File: config.mk
export PLATFORM = sky130hd
export DESIGN_NAME = i2c_write_master
export DESIGN_NICKNAME = d
export VERILOG_FILES = /design/src/rtl/i2c_write_master.sv
export SDC_FILE = /design/constraint.sdc
export NUM_CORES = 1
export LEC_CHECK = 0
export BUFFER_PORTS_ARGS = -buffer_cell sky130_fd_sc_hd__clkbuf_2
export CELL_PAD_IN_SITES_DETAIL_PLACEMENT = 1
export CELL_PAD_IN_SITES_GLOBAL_PLACEMENT = 2
export CORE_MARGIN = 5
export CORE_UTILIZATION = 28
export CTS_CLUSTER_DIAMETER = 120
export DETAILED_ROUTE_END_ITERATION = 12
export PLACE_DENSITY = 0.66
export SYNTH_ARGS = -nofsm -noshare
export SYNTH_HDL_FRONTEND = slang
export SYNTH_SLANG_ARGS = --single-unit
File: constraint.sdc
create_clock -name clk -period 4.59 [get_ports clk]
set_input_delay 0.2295 -clock clk [delete_from_list [all_inputs] [get_ports clk]]
set_output_delay 0.2295 -clock clk [all_outputs]
set_load 0.02 [all_outputs]
File: src/rtl/i2c_write_master.sv
// rtl/i2c_write_master.sv - I2C write master: START, address, 0..MAX_BYTES data bytes with ACK slots, STOP.
// Define I2C_ACK_CHECK_EN to abort to STOP on a NACK and report it on ack_err.
module i2c_write_master #(
  parameter int CLK_DIV   = 125,
  parameter int MAX_BYTES = 2,
  localparam int CNT_W    = $clog2(MAX_BYTES + 1),
  localparam int DIV_W    = $clog2(CLK_DIV)
) (
  input  logic                   clk,
  input  logic                   reset,
  input  logic                   start,
  input  logic [6:0]             dev_addr,
  input  logic [CNT_W-1:0]       num_bytes,
  input  logic [8*MAX_BYTES-1:0] wr_data,
  input  logic                   i2c_sdat_in,
  output logic                   i2c_sclk,
  output logic                   i2c_sdat,
  output logic                   ts,
  output logic                   busy,
  output logic                   done,
  output logic                   ack_err
);

  typedef enum logic [2:0] {
    S_IDLE, S_START, S_ADDR, S_ACK_A, S_DATA, S_ACK_D, S_STOP
  } state_t;

`ifdef I2C_ACK_CHECK_EN
  localparam logic ACK_CHECK = 1'b1;
`else
  localparam logic ACK_CHECK = 1'b0;
`endif

  state_t                 state_q, state_d;
  logic [DIV_W-1:0]       div_q, div_d;
  logic [1:0]             qtr_q, qtr_d;
  logic [2:0]             bit_q, bit_d;
  logic [CNT_W-1:0]       byte_q, byte_d;
  logic [CNT_W-1:0]       nbytes_q, nbytes_d;
  logic [6:0]             addr_q, addr_d;
  logic [8*MAX_BYTES-1:0] data_q, data_d;
  logic                   nack_q, nack_d;
  logic                   ack_err_q, ack_err_d;
  logic                   done_q, done_d;

  logic       tick;
  logic       slot_end;
  logic       nack_stop;
  logic [7:0] tx_byte;

  assign tick      = (div_q == DIV_W'(CLK_DIV - 1));
  assign slot_end  = tick && (qtr_q == 2'd3);
  assign nack_stop = ACK_CHECK & nack_q;

  always_ff @(posedge clk) begin
    if (reset) begin
      state_q   <= S_IDLE;
      div_q     <= '0;
      qtr_q     <= '0;
      bit_q     <= '0;
      byte_q    <= '0;
      nbytes_q  <= '0;
      addr_q    <= '0;
      data_q    <= '0;
      nack_q    <= 1'b0;
      ack_err_q <= 1'b0;
      done_q    <= 1'b0;
    end else begin
      state_q   <= state_d;
      div_q     <= div_d;
      qtr_q     <= qtr_d;
      bit_q     <= bit_d;
      byte_q    <= byte_d;
      nbytes_q  <= nbytes_d;
      addr_q    <= addr_d;
      data_q    <= data_d;
      nack_q    <= nack_d;
      ack_err_q <= ack_err_d;
      done_q    <= done_d;
    end
  end

  always_comb begin
    state_d   = state_q;
    div_d     = div_q;
    qtr_d     = qtr_q;
    bit_d     = bit_q;
    byte_d    = byte_q;
    nbytes_d  = nbytes_q;
    addr_d    = addr_q;
    data_d    = data_q;
    nack_d    = nack_q;
    ack_err_d = ack_err_q;
    done_d    = 1'b0;

    if (state_q == S_IDLE) begin
      div_d = '0;
      qtr_d = '0;
      if (start) begin
        addr_d    = dev_addr;
        data_d    = wr_data;
        nbytes_d  = (num_bytes > CNT_W'(MAX_BYTES)) ? CNT_W'(MAX_BYTES) : num_bytes;
        bit_d     = '0;
        byte_d    = '0;
        nack_d    = 1'b0;
        ack_err_d = 1'b0;
        state_d   = S_START;
      end
    end else begin
      div_d = tick ? '0 : div_q + DIV_W'(1);
      if (tick) qtr_d = qtr_q + 2'd1;
      // ACK bit is captured as the slot enters Q3, mid SCL-high
      if (tick && qtr_q == 2'd2) nack_d = i2c_sdat_in;

      if (slot_end) begin
        case (state_q)
          S_START: begin
            bit_d   = '0;
            state_d = S_ADDR;
          end
          S_ADDR: begin
            bit_d = bit_q + 3'd1;
            if (bit_q == 3'd7) state_d = S_ACK_A;
          end
          S_ACK_A: begin
            if (nack_stop) begin
              ack_err_d = 1'b1;
              state_d   = S_STOP;
            end else if (nbytes_q == '0) begin
              state_d = S_STOP;
            end else begin
              bit_d   = '0;
              byte_d  = '0;
              state_d = S_DATA;
            end
          end
          S_DATA: begin
            bit_d = bit_q + 3'd1;
            if (bit_q == 3'd7) state_d = S_ACK_D;
          end
          S_ACK_D: begin
            if (nack_stop) begin
              ack_err_d = 1'b1;
              state_d   = S_STOP;
            end else if (byte_q + CNT_W'(1) == nbytes_q) begin
              state_d = S_STOP;
            end else begin
              byte_d  = byte_q + CNT_W'(1);
              data_d  = data_q >> 8;
              bit_d   = '0;
              state_d = S_DATA;
            end
          end
          S_STOP: begin
            done_d  = 1'b1;
            state_d = S_IDLE;
          end
          default: state_d = S_IDLE;
        endcase
      end
    end
  end

  // The current data byte always sits in the low 8 bits; it shifts down after each ACK
  assign tx_byte = (state_q == S_ADDR) ? {addr_q, 1'b0} : data_q[7:0];

  always_comb begin
    i2c_sclk = 1'b1;
    i2c_sdat = 1'b1;
    ts       = 1'b0;
    case (state_q)
      S_START: begin
        ts       = 1'b1;
        i2c_sdat = ~qtr_q[1];
      end
      S_ADDR, S_DATA: begin
        ts       = 1'b1;
        i2c_sclk = qtr_q[1];
        i2c_sdat = tx_byte[3'd7 - bit_q];
      end
      S_ACK_A, S_ACK_D: begin
        i2c_sclk = qtr_q[1];
      end
      S_STOP: begin
        ts       = 1'b1;
        i2c_sclk = (qtr_q != 2'd0);
        i2c_sdat = qtr_q[1];
      end
      default: ;
    endcase
  end

  assign busy    = (state_q != S_IDLE);
  assign done    = done_q;
  assign ack_err = ack_err_q;

endmodule
==> metrics.cfg <==
[logic_synthesis]
syn-num-nets=289
synth.area.top_cells=dfxtp_1, mux2i_1, nand2_1
synthesis.instances=254
yosysSeqAreaShare_pct=39.5
synth-edff-count=0
netlist_area_um2=2180
ys_warn_count=0
synth_top_area_cell=dfxtp_1
synth_seq_cells=43
syn_avg_cell_area_um2=8.58
netlist.area_leader.share_pct=39.5
synth_cell_types=44
synth_ff_type=dfxtp_1
async_flop_share_pct=0

[placement]
gp_congestion=0.754
post-place-ws_ns=2.00
hpwlAfterDp_mm=3.60
port_buffers=32

[timing]
hold_slack_ns=0.149
max_clock_freq_mhz=343
setup_viol=0
rsz0062_at_grt=no
min_period_ns=2.92
setup_slack_ns=1.67
finalHoldViolations=0
setup_tns_ns=0
fin_worst_skew_ns=0.0101
tightestPinTransition_ns=1.11
fin_crit_sh_pct=63.6
report.final.slew_viol_count=0
max_slew_margin_pct=26.1

[critical_path]
crit_fanout=19
end_kind=output port
path_class=register to output port
critical-path-top-delay-family=flip-flops
path_buf_inv=1
crit_chain=or3b_1 > mux4_1 > mux2i_1 > a211oi_1 > a311oi_1 > clkbuf_2
slowest_stage=dfxtp_1
cp.required_ns=4.36
cp_data_arrival_time_ns=2.69
cp_slowest_stage_delay_ns=0.71
start_kind=register

[clock_tree]
cts_resized=0
clk_latency_ns=0.29
clkSinkCount=43
numCtsBuffers=5
cts_setup_buffers=0
clock_path_buffers=2
cts-root-buf=clkbuf_8
clk_pin_slew_ns=0.09
ctsHtreeMaxLevel=2
cts_tree=done
cts_hold_buf=0

[final_layout]
drive_gt1_share_pct=17.0
fin_util_pct=32.9
nFillCells=902
antennaDiodeCount=0
areaGrowthSynthToFinish_pct=15.5
mostFrequentLayoutCells=dfxtp_1, nand2_1, clkbuf_2
final_common_cell=dfxtp_1
nets=310

[grt]
grt-ovfl-total=0
grt_pass1_wl_mm=8.93
grt_pass1_vias=1907
antenna_found_initial=0
grt_max_degree=40
grt_usage_pct=11.2

[pwr]
power_density_nw_per_um2=319
ir_drop_mv=0.127
leakage_nw=0.962

[hold_path]
worstHoldPathType=input pin to register

[drt]
first_pass_iters=4
num_vias=1839
wl_per_cell_um=13.8
avgViaCountPerCell=4.87
ant_nets=0
drt_first_iter_violations=86
drc=0
routed_wirelength_mm=5.23

[die]
start_util_pct=28.5
die_w_um=98.2
die_height_um=98.2
die_area_um2=9640
core-area_um2=7650
ios=35
num_rows=32

[flow_run]
cap_violations=0

[run_status]
outcome=complete, no violations

==> flip-flops by register name (all words and copies together), names as in the netlist <==
name      count
done          1
addr_q        7
bit_q         3
nbytes_q      2
state_q       3
qtr_q         2
div_q         7
data_q       16
byte_q        2
==> final timing paths <==
check	end	slack, ns	depth (start not counted)	startpoint
setup / recovery	i2c_sdat	1.67	6	state_q[1]
setup reg to reg	bit_q[2]	2.18	4	state_q[2]
hold reg to reg	data_q[14]	0.45	2	data_q[14]
hold / removal	addr_q[3]	0.15	3	dev_addr[3]
==> tightest hold or removal path, delay by kind of cell <==
family / cells / cell delay (ns)
buf+inv: 1 / 0.08
compound gates: 1 / 0.05
simple gates: 1 / 0.04
==> stage by stage <==
step / cells / instance area (µm²) / power (mW)
6_report: 378 / 2510 / 0.801
5_1_grt: 378 / 2510 / 0.844
4_1_cts: 378 / 2510 / 0.818
3_5_place_dp: 370 / 2400 / 0.502
3_3_place_gp: 370 / 2400 / 0.500
2_1_floorplan: 254 / 2180 / 0.471
==> synthesized netlist by cell type, drive strengths merged, types with 6 or more instances <==
| cell | n |
|---|---|
| a211oi | 10 |
| nor3 | 7 |
| clkbuf | 9 |
| ha | 6 |
| nand2b | 6 |
| nand3 | 13 |
| nand2 | 34 |
| a21oi | 21 |
| nor2 | 18 |
| dfxtp | 43 |
| mux2i | 18 |
| inv | 8 |
| buf | 11 |
==> per-layer routing <==
| metal | vias up | wire (µm) | GRT usage, % |
|---|---|---|---|
| li1 | 930 | - | - |
| met1 | 876 | 2520 | 14.3 |
| met2 | 31 | 2440 | 18.5 |
| met3 | 2 | 228 | 3.07 |
| met4 | 0 | 46 | 3.15 |
| met5 | - | 0 | 0 |
==> cell type report <==
type	instances	area (µm²)	area share [%]
Timing Repair Buffer	34	175	6.97
Multi-Input combinational cell	183	1200	47.9
Sequential cell	43	861	34.2
Clock inverter	2	35.0	1.39
Clock buffer	6	82.6	3.28
Tap cell	102	128	5.07
Inverter	8	30.0	1.19
==> where the power goes <==
| group | leakage (nW) | switching (mW) | total (mW) | internal [mW] |
|---|---|---|---|---|
| clock | 0.0612 | 0.135 | 0.311 | 0.176 |
| sequential | 0.351 | 0.0121 | 0.402 | 0.390 |
| combinational | 0.550 | 0.0504 | 0.0882 | 0.0378 |
| total | 0.962 | 0.197 | 0.801 | 0.604 |
==> kinds of logic (layout without fill, tap and decap cells) <==
group / Yosys count / after routing / synth area share, %
compound gates: 49 / 49 / 14.8
xor+xnor: 7 / 7 / 2.81
fa+ha+maj: 6 / 6 / 3.45
buf+inv: 28 / 50 / 5.74
flops: 43 / 43 / 39.5
mux: 21 / 21 / 11.2
other cells: 1 / 1 / 0.172
simple gates: 99 / 99 / 22.3
Power figures use the tool's default switching activity.
